<file path="src/rtl/cpu_pkg.sv">
// Shared RV32M definitions for the EX-stage multiply/divide unit.
// Holds funct3 op codes and the unit's FSM state encoding.
package cpu_pkg;

  localparam logic [2:0] F3_MUL    = 3'b000;
  localparam logic [2:0] F3_MULH   = 3'b001;
  localparam logic [2:0] F3_MULHSU = 3'b010;
  localparam logic [2:0] F3_MULHU  = 3'b011;
  localparam logic [2:0] F3_DIV    = 3'b100;
  localparam logic [2:0] F3_DIVU   = 3'b101;
  localparam logic [2:0] F3_REM    = 3'b110;
  localparam logic [2:0] F3_REMU   = 3'b111;

  typedef enum logic [2:0] {
    IDLE,
    MUL,
    DIV,
    FIXUP,
    DONE
  } muldiv_state_e;

endpackage

</file>
<file path="src/rtl/div_radix2_core.sv">
// Unsigned restoring radix-2 divider: one quotient bit per step, MSB first.
// After load, XLEN steps leave quotient/remainder of the loaded magnitudes.
module div_radix2_core #(
  parameter int XLEN = 32
) (
  input  logic            clk,
  input  logic            rst_n,
  input  logic            load,
  input  logic            step,
  input  logic [XLEN-1:0] dividend,
  input  logic [XLEN-1:0] divisor,
  output logic [XLEN-1:0] quotient,
  output logic [XLEN-1:0] remainder,
  output logic            last
);

  localparam int CW = $clog2(XLEN);

  logic [XLEN-1:0] rem_q, quo_q, dvsr_q;
  logic [CW-1:0]   cnt_q;
  logic [XLEN:0]   shifted, diff;

  // Partial remainder stays below the divisor, so XLEN+1 bits hold the trial difference.
  assign shifted = {rem_q, quo_q[XLEN-1]};
  assign diff    = shifted - {1'b0, dvsr_q};

  always_ff @(posedge clk or negedge rst_n) begin
    if (!rst_n) begin
      rem_q  <= '0;
      quo_q  <= '0;
      dvsr_q <= '0;
      cnt_q  <= '0;
    end else if (load) begin
      rem_q  <= '0;
      quo_q  <= dividend;
      dvsr_q <= divisor;
      cnt_q  <= CW'(XLEN - 1);
    end else if (step) begin
      rem_q  <= diff[XLEN] ? shifted[XLEN-1:0] : diff[XLEN-1:0];
      quo_q  <= {quo_q[XLEN-2:0], ~diff[XLEN]};
      cnt_q  <= cnt_q - 1'b1;
    end
  end

  assign quotient  = quo_q;
  assign remainder = rem_q;
  assign last      = (cnt_q == '0);

endmodule

</file>
<file path="src/rtl/ex_muldiv_unit.sv">
// EX-stage RV32M multiply/divide unit: 2-cycle multiply, 34-cycle iterative divide.
// Holds the pipeline via stall while an op is in flight; flush kills the op silently.
module ex_muldiv_unit
  import cpu_pkg::*;
#(
  parameter int XLEN = 32
) (
  input  logic            clk,
  input  logic            rst_n,
  input  logic            start,
  input  logic [2:0]      funct3,
  input  logic [XLEN-1:0] rs1_data,
  input  logic [XLEN-1:0] rs2_data,
  input  logic [4:0]      rd,
  input  logic            flush,
  output logic            stall,
  output logic            busy,
  output logic            done,
  output logic [XLEN-1:0] result,
  output logic [4:0]      done_rd
);

  localparam logic [XLEN-1:0] MIN_NEG = {1'b1, {(XLEN-1){1'b0}}};

  muldiv_state_e state_q, state_d;

  logic [2:0]      op_f3_q;
  logic [4:0]      op_rd_q;
  logic [XLEN-1:0] op_a_q, op_b_q;
  logic            neg_q_q, neg_r_q;
  logic [XLEN-1:0] result_q, result_d;
  logic [4:0]      done_rd_q, rd_d;

  logic            can_issue, accept, special;
  logic            div_zero, div_ovf, div_signed, a_neg, b_neg;
  logic [XLEN-1:0] abs_a, abs_b, special_res;
  logic            div_load, div_step, div_last;
  logic [XLEN-1:0] quotient, remainder, q_fix, r_fix;

  logic                   a_sgn, b_sgn;
  logic signed [2*XLEN+1:0] ma, mb, prod;
  logic [XLEN-1:0]        mul_res;

  assign can_issue  = (state_q == IDLE) || (state_q == DONE);
  assign accept     = start && !flush && can_issue;

  assign div_signed = !funct3[0];
  assign div_zero   = (rs2_data == '0);
  assign div_ovf    = div_signed && (rs1_data == MIN_NEG) && (rs2_data == '1);
  assign special    = funct3[2] && (div_zero || div_ovf);

  assign a_neg = div_signed && rs1_data[XLEN-1];
  assign b_neg = div_signed && rs2_data[XLEN-1];
  assign abs_a = a_neg ? -rs1_data : rs1_data;
  assign abs_b = b_neg ? -rs2_data : rs2_data;

  always_comb begin
    special_res = '0;
    if (div_zero)       special_res = funct3[1] ? rs1_data : '1;
    else if (!funct3[1]) special_res = MIN_NEG;
  end

  assign div_load = accept && funct3[2] && !special;
  assign div_step = (state_q == DIV) && !flush;

  div_radix2_core #(.XLEN(XLEN)) u_div (
    .clk       (clk),
    .rst_n     (rst_n),
    .load      (div_load),
    .step      (div_step),
    .dividend  (abs_a),
    .divisor   (abs_b),
    .quotient  (quotient),
    .remainder (remainder),
    .last      (div_last)
  );

  // Extending to 2*XLEN+2 bits keeps the signed product exact for every operand mix.
  assign a_sgn   = (op_f3_q == F3_MULH) || (op_f3_q == F3_MULHSU);
  assign b_sgn   = (op_f3_q == F3_MULH);
  assign ma      = {{(XLEN+2){a_sgn & op_a_q[XLEN-1]}}, op_a_q};
  assign mb      = {{(XLEN+2){b_sgn & op_b_q[XLEN-1]}}, op_b_q};
  assign prod    = ma * mb;
  assign mul_res = (op_f3_q == F3_MUL) ? prod[XLEN-1:0] : prod[2*XLEN-1:XLEN];

  assign q_fix = neg_q_q ? -quotient : quotient;
  assign r_fix = neg_r_q ? -remainder : remainder;

  always_ff @(posedge clk or negedge rst_n) begin
    if (!rst_n) state_q <= IDLE;
    else        state_q <= state_d;
  end

  always_comb begin
    state_d = state_q;
    if (flush) begin
      state_d = IDLE;
    end else begin
      unique case (state_q)
        IDLE, DONE: begin
          if (start) state_d = !funct3[2] ? MUL : (special ? DONE : DIV);
          else       state_d = IDLE;
        end
        MUL:     state_d = DONE;
        DIV:     if (div_last) state_d = FIXUP;
        FIXUP:   state_d = DONE;
        default: state_d = IDLE;
      endcase
    end
  end

  always_comb begin
    result_d = result_q;
    rd_d     = done_rd_q;
    if (accept && special) begin
      result_d = special_res;
      rd_d     = rd;
    end else if (!flush && state_q == MUL) begin
      result_d = mul_res;
      rd_d     = op_rd_q;
    end else if (!flush && state_q == FIXUP) begin
      result_d = op_f3_q[1] ? r_fix : q_fix;
      rd_d     = op_rd_q;
    end
  end

  always_ff @(posedge clk or negedge rst_n) begin
    if (!rst_n) begin
      op_f3_q   <= '0;
      op_rd_q   <= '0;
      op_a_q    <= '0;
      op_b_q    <= '0;
      neg_q_q   <= 1'b0;
      neg_r_q   <= 1'b0;
      result_q  <= '0;
      done_rd_q <= '0;
    end else begin
      if (accept) begin
        op_f3_q <= funct3;
        op_rd_q <= rd;
        op_a_q  <= rs1_data;
        op_b_q  <= rs2_data;
        neg_q_q <= a_neg ^ b_neg;
        neg_r_q <= a_neg;
      end
      result_q  <= result_d;
      done_rd_q <= rd_d;
    end
  end

  assign busy    = (state_q == MUL) || (state_q == DIV) || (state_q == FIXUP);
  assign stall   = (accept && !special) || busy;
  assign done    = (state_q == DONE);
  assign result  = result_q;
  assign done_rd = done_rd_q;

endmodule

</file>
<file path="config.mk">
export PLATFORM = sky130hd
export DESIGN_NAME = ex_muldiv_unit
export DESIGN_NICKNAME = d
export VERILOG_FILES = /design/src/rtl/cpu_pkg.sv /design/src/rtl/div_radix2_core.sv /design/src/rtl/ex_muldiv_unit.sv
export SDC_FILE = /design/constraint.sdc
export NUM_CORES = 2
export LEC_CHECK = 0
export BUFFER_PORTS_ARGS = -buffer_cell sky130_fd_sc_hd__clkbuf_2
export CORE_ASPECT_RATIO = 1.1
export CORE_UTILIZATION = 50
export CTS_BUF_LIST = sky130_fd_sc_hd__clkbuf_4 sky130_fd_sc_hd__clkbuf_8
export DETAILED_ROUTE_END_ITERATION = 12
export GPL_TIMING_DRIVEN = 0
export PLACE_DENSITY_LB_ADDON = 0.12
export SLEW_MARGIN = 30
export SYNTH_ARGS = -nofsm -noshare
export SYNTH_HDL_FRONTEND = slang
export SYNTH_SLANG_ARGS = --single-unit
</file>
<file path="constraint.sdc">
create_clock -name clk -period 9.45 [get_ports clk]
set_input_delay 0.945 -clock clk [delete_from_list [all_inputs] [get_ports clk]]
set_output_delay 0.945 -clock clk [all_outputs]
set_load 0.02 [all_outputs]
</file>
After elaboration in Yosys (flattened, before gate mapping). Index checks and enable logic that the tools add are counted.

Add/subtract/negate cells: 6. $mul: 1. Equal/unequal tests: 9. Multiplexer cells: 28. Bitwise logic cells: 4. Reduce and logical (&&, ||, !) cells: 31.

Operators by type and width (count): $mux 32 (17); $neg 32->32 (4); $eq 32x32->1 const B (2); $mul 33x33->64 (1); $sub 33x32->33 (1); $logic_not 32->1 (1); $mux 5 (5); $mux 3 (5); $logic_and 1x1->1 (14); $eq 3x2->1 const B (3); $pmux 3 s3 (1); $eq 3x1->1 const B (2); $logic_not 3->1 (2); $logic_or 1x1->1 (6); $logic_not 5->1 (1); $sub 5x1->5 const B (1); $reduce_or 2->1 (2); $eq 3x3->1 const B (1); $logic_not 1->1 (3); $ne 3x3->1 const B (1); $reduce_bool 3->1 (1); $and 1x1->1 (2); $reduce_bool 2->1 (1); $not 1->1 (1); $xor 1x1->1 (1).

Bits in registers: 215. Output and inout bits: 40. Word-level logic and storage cells: 92.

Longest topological paths before layout.
Word-level depth: 10. Depth in mapped cells: 31. Mapped depth without buffers: 30.

By module. A second synthesis with hierarchy kept.

Cell total of the unflattened synthesis: 6091. Area, all modules: 52861.9 um^2.

By module, submodules not included: ex_muldiv_unit (instances 1, cells each 5354, area each 46298.2 um^2, seq. area each 2852.7 um^2); div_radix2_core (instances 1, cells each 737, area each 6563.8 um^2, seq. area each 2527.4 um^2).

Least setup slack after synthesis. Ideal clock, no wire load.

Kind: register to register. Start: reg op_f3_q[0]. End: reg result_q[28] (netlist: result[28]). Setup time: 0.134 ns. Data arrival time: 8.215 ns. Path slack: 1.101 ns. Stages on the path, launching flop included: 28. Clock period less this slack: 8.349 ns. Cell sequence: dfrtp_1 xnor2_1 nor3b_1 clkbuf_1 nand2_1 fa_1 fa_1 inv_1 fa_1 inv_1 fa_1 inv_1 fa_1 fa_1 fa_1 inv_1 fa_1 inv_1 ha_1 clkbuf_1 nand3_1 or4_1 o22a_1 o211ai_1 a21oi_1 mux2i_1 a211oi_1 o211ai_1.

Word-level cells in the longest chain between the ends: 7. Elaborated cells on any way between the ends: 10.

Ends and longest elaborated chain: start: declaration (RTL line ex_muldiv_unit.sv:27) `logic [2:0] op_f3_q;`; start signal: assignment (RTL line ex_muldiv_unit.sv:139) `op_f3_q <= funct3;`; $eq 3x1->1 or $eq 3x2->1 (tied branches) (RTL line ex_muldiv_unit.sv:79, ex_muldiv_unit.sv:80); $logic_or 1x1->1 (RTL line ex_muldiv_unit.sv:79) `assign a_sgn = (op_f3_q == F3_MULH) || (op_f3_q == F3_MULHSU);`; $and 1x1->1 (RTL line ex_muldiv_unit.sv:81) `assign ma = {{(XLEN+2){a_sgn & op_a_q[XLEN-1]}}, op_a_q};`; $mul 33x33->64 (RTL line ex_muldiv_unit.sv:83) `assign prod = ma * mb;`; $mux 32 * (RTL line ex_muldiv_unit.sv:84) `assign mul_res = (op_f3_q == F3_MUL) ? prod[XLEN-1:0] : prod[2*XLEN-1:XLEN];`; $mux 32 * (RTL line ex_muldiv_unit.sv:118) `end else if (!flush && state_q == MUL) begin`; $mux 32 * (RTL line ex_muldiv_unit.sv:115) `if (accept && special) begin`; end signal: assignment (RTL line ex_muldiv_unit.sv:146) `result_q <= result_d;`; end: declaration (RTL line ex_muldiv_unit.sv:31) `logic [XLEN-1:0] result_q, result_d;`.

Every way passes the cells marked *; elsewhere a longest branch is shown, timed or not. A chain may end at the register's enable or synchronous reset.

Final worst setup path.
Start: reg op_a_q[21]. End: reg result_q[28] (netlist: result[28]).

Word-level cells in the longest chain between the ends: 4.

Ends and longest elaborated chain: start: declaration (RTL line ex_muldiv_unit.sv:29) `logic [XLEN-1:0] op_a_q, op_b_q;`; start signal: assignment (RTL line ex_muldiv_unit.sv:141) `op_a_q <= rs1_data;`; $mul 33x33->64 (RTL line ex_muldiv_unit.sv:83); $mux 32 (RTL line ex_muldiv_unit.sv:84); $mux 32 (RTL line ex_muldiv_unit.sv:118); $mux 32 (RTL line ex_muldiv_unit.sv:115).

Every way passes these cells.

==> results.toml <==
[detailed_routing]
first_iter_violations = 4362
routed_wl_per_cell_um = 27.0
drc_errors = 0
vias = 43267
vias_per_cell = 5.76
ant_nets = 0
routed_wirelength_um = 203000
detail_route.first_pass.iterations = 9

[clocking]
cts_buffers = 42
tritoncts = "done"
clock_sink_count = 215
post_cts_hold_buffer_count = 0
clk-insertion-delay-late_ns = 0.63
cts.reportedPaths.clkPinSlew_ns = 0.06
htreeDepth = 2
cts-root-buf = "clkbuf_8"
clockBufferDepth = 3

[critical_path]
cp_data_arrival_time_ns = 9.90
crit_path_start = "op_a_q[21]"
cp.buffers_inverters = 4
worstPathRequired_ns = 9.94
crit_type = "register to register"
cp-start-kind = "register"
worstReg2RegStart = "op_a_q[21]"
worstPathCellList = "clkbuf_1, nand2_1, fa_1, inv_1, fa_1, fa_1, fa_1, fa_1, inv_1, fa_1, fa_1, inv_1, fa_1, ha_1, a21oi_1, o21ai_0, a311oi_1, o211ai_1, o21ai_1, o211ai_1, a21oi_2, mux2i_1, a211oi_2, o211ai_1"
critical-path-top-delay-family = "adder cells"
critPathMaxFanout = 10
timing.critical_path.to_type = "register"
worst_path_most_repeated_cell = "fa_1"
crit_path_max_incr_delay_ns = 0.67
critPathSlowestCell = "dfrtp_1"

[global_routing]
gr-usage-all-layers_pct = 39.8
antenna_found_initial = 21
number_of_global_route_vias_before_repair = 44776
grt_overflow_total = 0
grt_max_degree = 75
wire_length_of_the_first_global_routing_pass_um = 300000

[placement]
post-place-ws_ns = -0.951
io_buffers = 110
place_inst = 7428
detailedPlacementHpwl_um = 171000
placer_congestion = 1.03

[floorplanning]
die_width_um = 309
boundaryPins = 116
row_count = 123
floorplan.core_area_um2 = 102000
initial_core_util_pct = 50.6
fp.dieArea_um2 = 105000
floorplan.die.height_um = 340

[run_status]
outcome = "finished clean"

[sta]
finalWorstSetupSlack_ns = 0.0443
fin_worst_skew_ns = 0.0263
period_share_pct = 99.5
setup-tns-final_ns = 0
actual_transition_at_the_worst_max_transition_pin_ns = 1.07
worst_rel_slew_slack_pct = 28.6
final-hold-violation-count = 0
finalWorstPathRequiredPeriod_ns = 9.41
timing.final.setup_violations = 0
final-max-slew-violation-count = 0
whs_ns = 0.241
timing.fmax_mhz = 106

[logic_synthesis]
postSynthCellCount = 5938
async_flop_share_pct = 100
ys_seq_area_share_pct = 10.4
postSynthNetCount = 7391
ys.flop_type = "dfrtp_1"
synth_enable_flop_cells = 0
synth_top_cell_area_share_pct = 43.5
post_synth_num_cell_types = 79
syn_area_per_cell_um2 = 8.73
cell_types_with_the_largest_area_share_after_synthesis = "fa_1 43%, dfrtp_1 10%, inv_1 9.1%"
synth-seq-cells = 215
synthesis.yosys.warnings = 0
netlist_area_um2 = 51800
netlist.top_cell.by_area = "fa_1"

[finish]
multiInputGateArea_um2 = 40500
fin_cells = 7511
synthToLayoutAreaGrowth_pct = 7.06
regArea_um2 = 5390
num-nets-final = 7550
fillers = 9924
layout-drive-gt1-share_pct = 6.50

[job]
drv_cap = 0

[min_path]
timing.hold.worst.class = "input port to asynchronous set/reset pin"
[worst paths after layout]
| path | end | slack, ns | depth (start not counted) |
|---|---|---|---|
| max in group asynchronous | op_a_q[16] | 8.24 | 3 |
| min in group clk | op_rd_q[0] | 0.47 | 2 |
| max | result[28] | 0.04 | 24 |
| max reg2reg | result[28] | 0.04 | 24 |
| min reg2reg | op_rd_q[0] | 0.47 | 2 |
| min | u_div.dvsr_q[7] | 0.24 | 1 |
[cell families (layout without fill, tap and decap cells)]
logic type / Yosys count / count (layout) / share of synthesized area [%]
compound gates: 674 / 674 / 8.44
xor+xnor: 220 / 220 / 3.72
fa+ha+maj: 1377 / 1377 / 49.5
buf+inv: 1597 / 1784 / 11.6
flops: 215 / 215 / 10.4
mux: 18 / 18 / 0.350
other cells: 0 / 11 / 0
simple gates: 1837 / 1837 / 16.0
[placed cells by master (no fill, tap or decap), types with 22 or more instances in the layout]
| cell type | Yosys | layout |
|---|---|---|
| xor2_1 | 96 | 95 |
| o311ai_0 | 26 | 26 |
| o211ai_1 | 25 | 25 |
| a222oi_1 | 28 | 28 |
| nand3_1 | 53 | 53 |
| fa_1 | 1126 | 1123 |
| clkbuf_1 | 315 | 186 |
| a211oi_1 | 25 | 24 |
| xnor2_1 | 124 | 120 |
| a21o_1 | 39 | 39 |
| clkbuf_2 | 0 | 211 |
| ha_1 | 251 | 251 |
| o21ai_0 | 196 | 194 |
| buf_2 | 16 | 22 |
| and3_1 | 24 | 24 |
| a21oi_1 | 161 | 160 |
| nor3_1 | 34 | 32 |
| o31ai_1 | 32 | 32 |
| nand4_1 | 28 | 28 |
| and2_1 | 317 | 317 |
| inv_1 | 1257 | 1254 |
| clkbuf_8 | 0 | 54 |
| nand2_1 | 1136 | 1136 |
| dfrtp_1 | 215 | 207 |
| nor2_1 | 138 | 138 |
[cells in the mapped netlist, types with 11 or more instances]
cell type and instances:
fa_1 1126, and2_1 317, a21o_1 39, clkbuf_1 315, mux2i_1 17, a21oi_1 161, o31ai_1 32, nor3_1 34
or2_2 19, inv_1 1257, buf_2 16, xnor2_1 124, and3_1 24, a222oi_1 28, a211oi_1 25, nand3_1 53
or3_1 11, o311ai_0 26, nand2_1 1136, o21ai_0 196, dfrtp_1 215, o21bai_1 17, nand4_1 28, nand2b_1 20
nor4_1 15, o211ai_1 25, or4_1 16, xor2_1 96, nor2_1 138, a31oi_1 19, ha_1 251
[flip-flops by register name, indices dropped and copies added, names as in the netlist]
name	count
op_b_q	32
u_div.cnt_q	5
state_q	3
neg_q_q	1
u_div.dvsr_q	32
op_rd_q	5
u_div.remainder	32
neg_r_q	1
op_a_q	32
op_f3_q	3
done_rd	5
result	32
u_div.quotient	32
[routing by layer]
layer	global-route usage, %	vias up	share of wire, %
li1	-	18277	-
met1	50.6	22087	37
met2	61.7	2247	45
met3	8.32	634	9.7
met4	25.7	22	8.2
met5	0	-	0.072
[worst reg2reg max path, delay by kind of cell (launching register included)]
kind / cells / cell delay [ns]
DFF: 1 / 0.67
muxes: 1 / 0.15
and+or+nand+nor: 1 / 0.29
AOI/OAI and AO/OA: 9 / 2.93
adders and majority gates: 9 / 4.42
buffers and inverters: 4 / 0.83
[through the flow]
stage	cell area [um^2]	utilization [%]
2_1_floorplan	51800	-
3_3_place_gp	54100	52.8
3_5_place_dp	54300	53.0
4_1_cts	55300	53.9
5_1_grt	55500	54.1
6_report	55500	54.1
[layout make-up]
type,count,area share (%)
Multi-Input combinational cell,4126,73.1
Sequential cell,215,9.71
Inverter,1258,8.53
Tap cell,1375,3.10
Buffer,325,2.53
Clock buffer,64,1.46
Timing Repair Buffer,129,1.40
Clock inverter,8,0.167
Antenna cell,11,0.0496
[timing repair]
item / CTS / global route
endpoints found under the setup margin: 15 / 20
resized for setup: 28 / 184
setup buffers: 6 / 8
hold endpoints to repair: 0 / 0
gates cloned: 0 / 0
pin swaps: 1 / 3
Power is left out: the tool's default activity adds up to more than one toggle a clock period on the data nets, which glitch-free logic cannot reach.
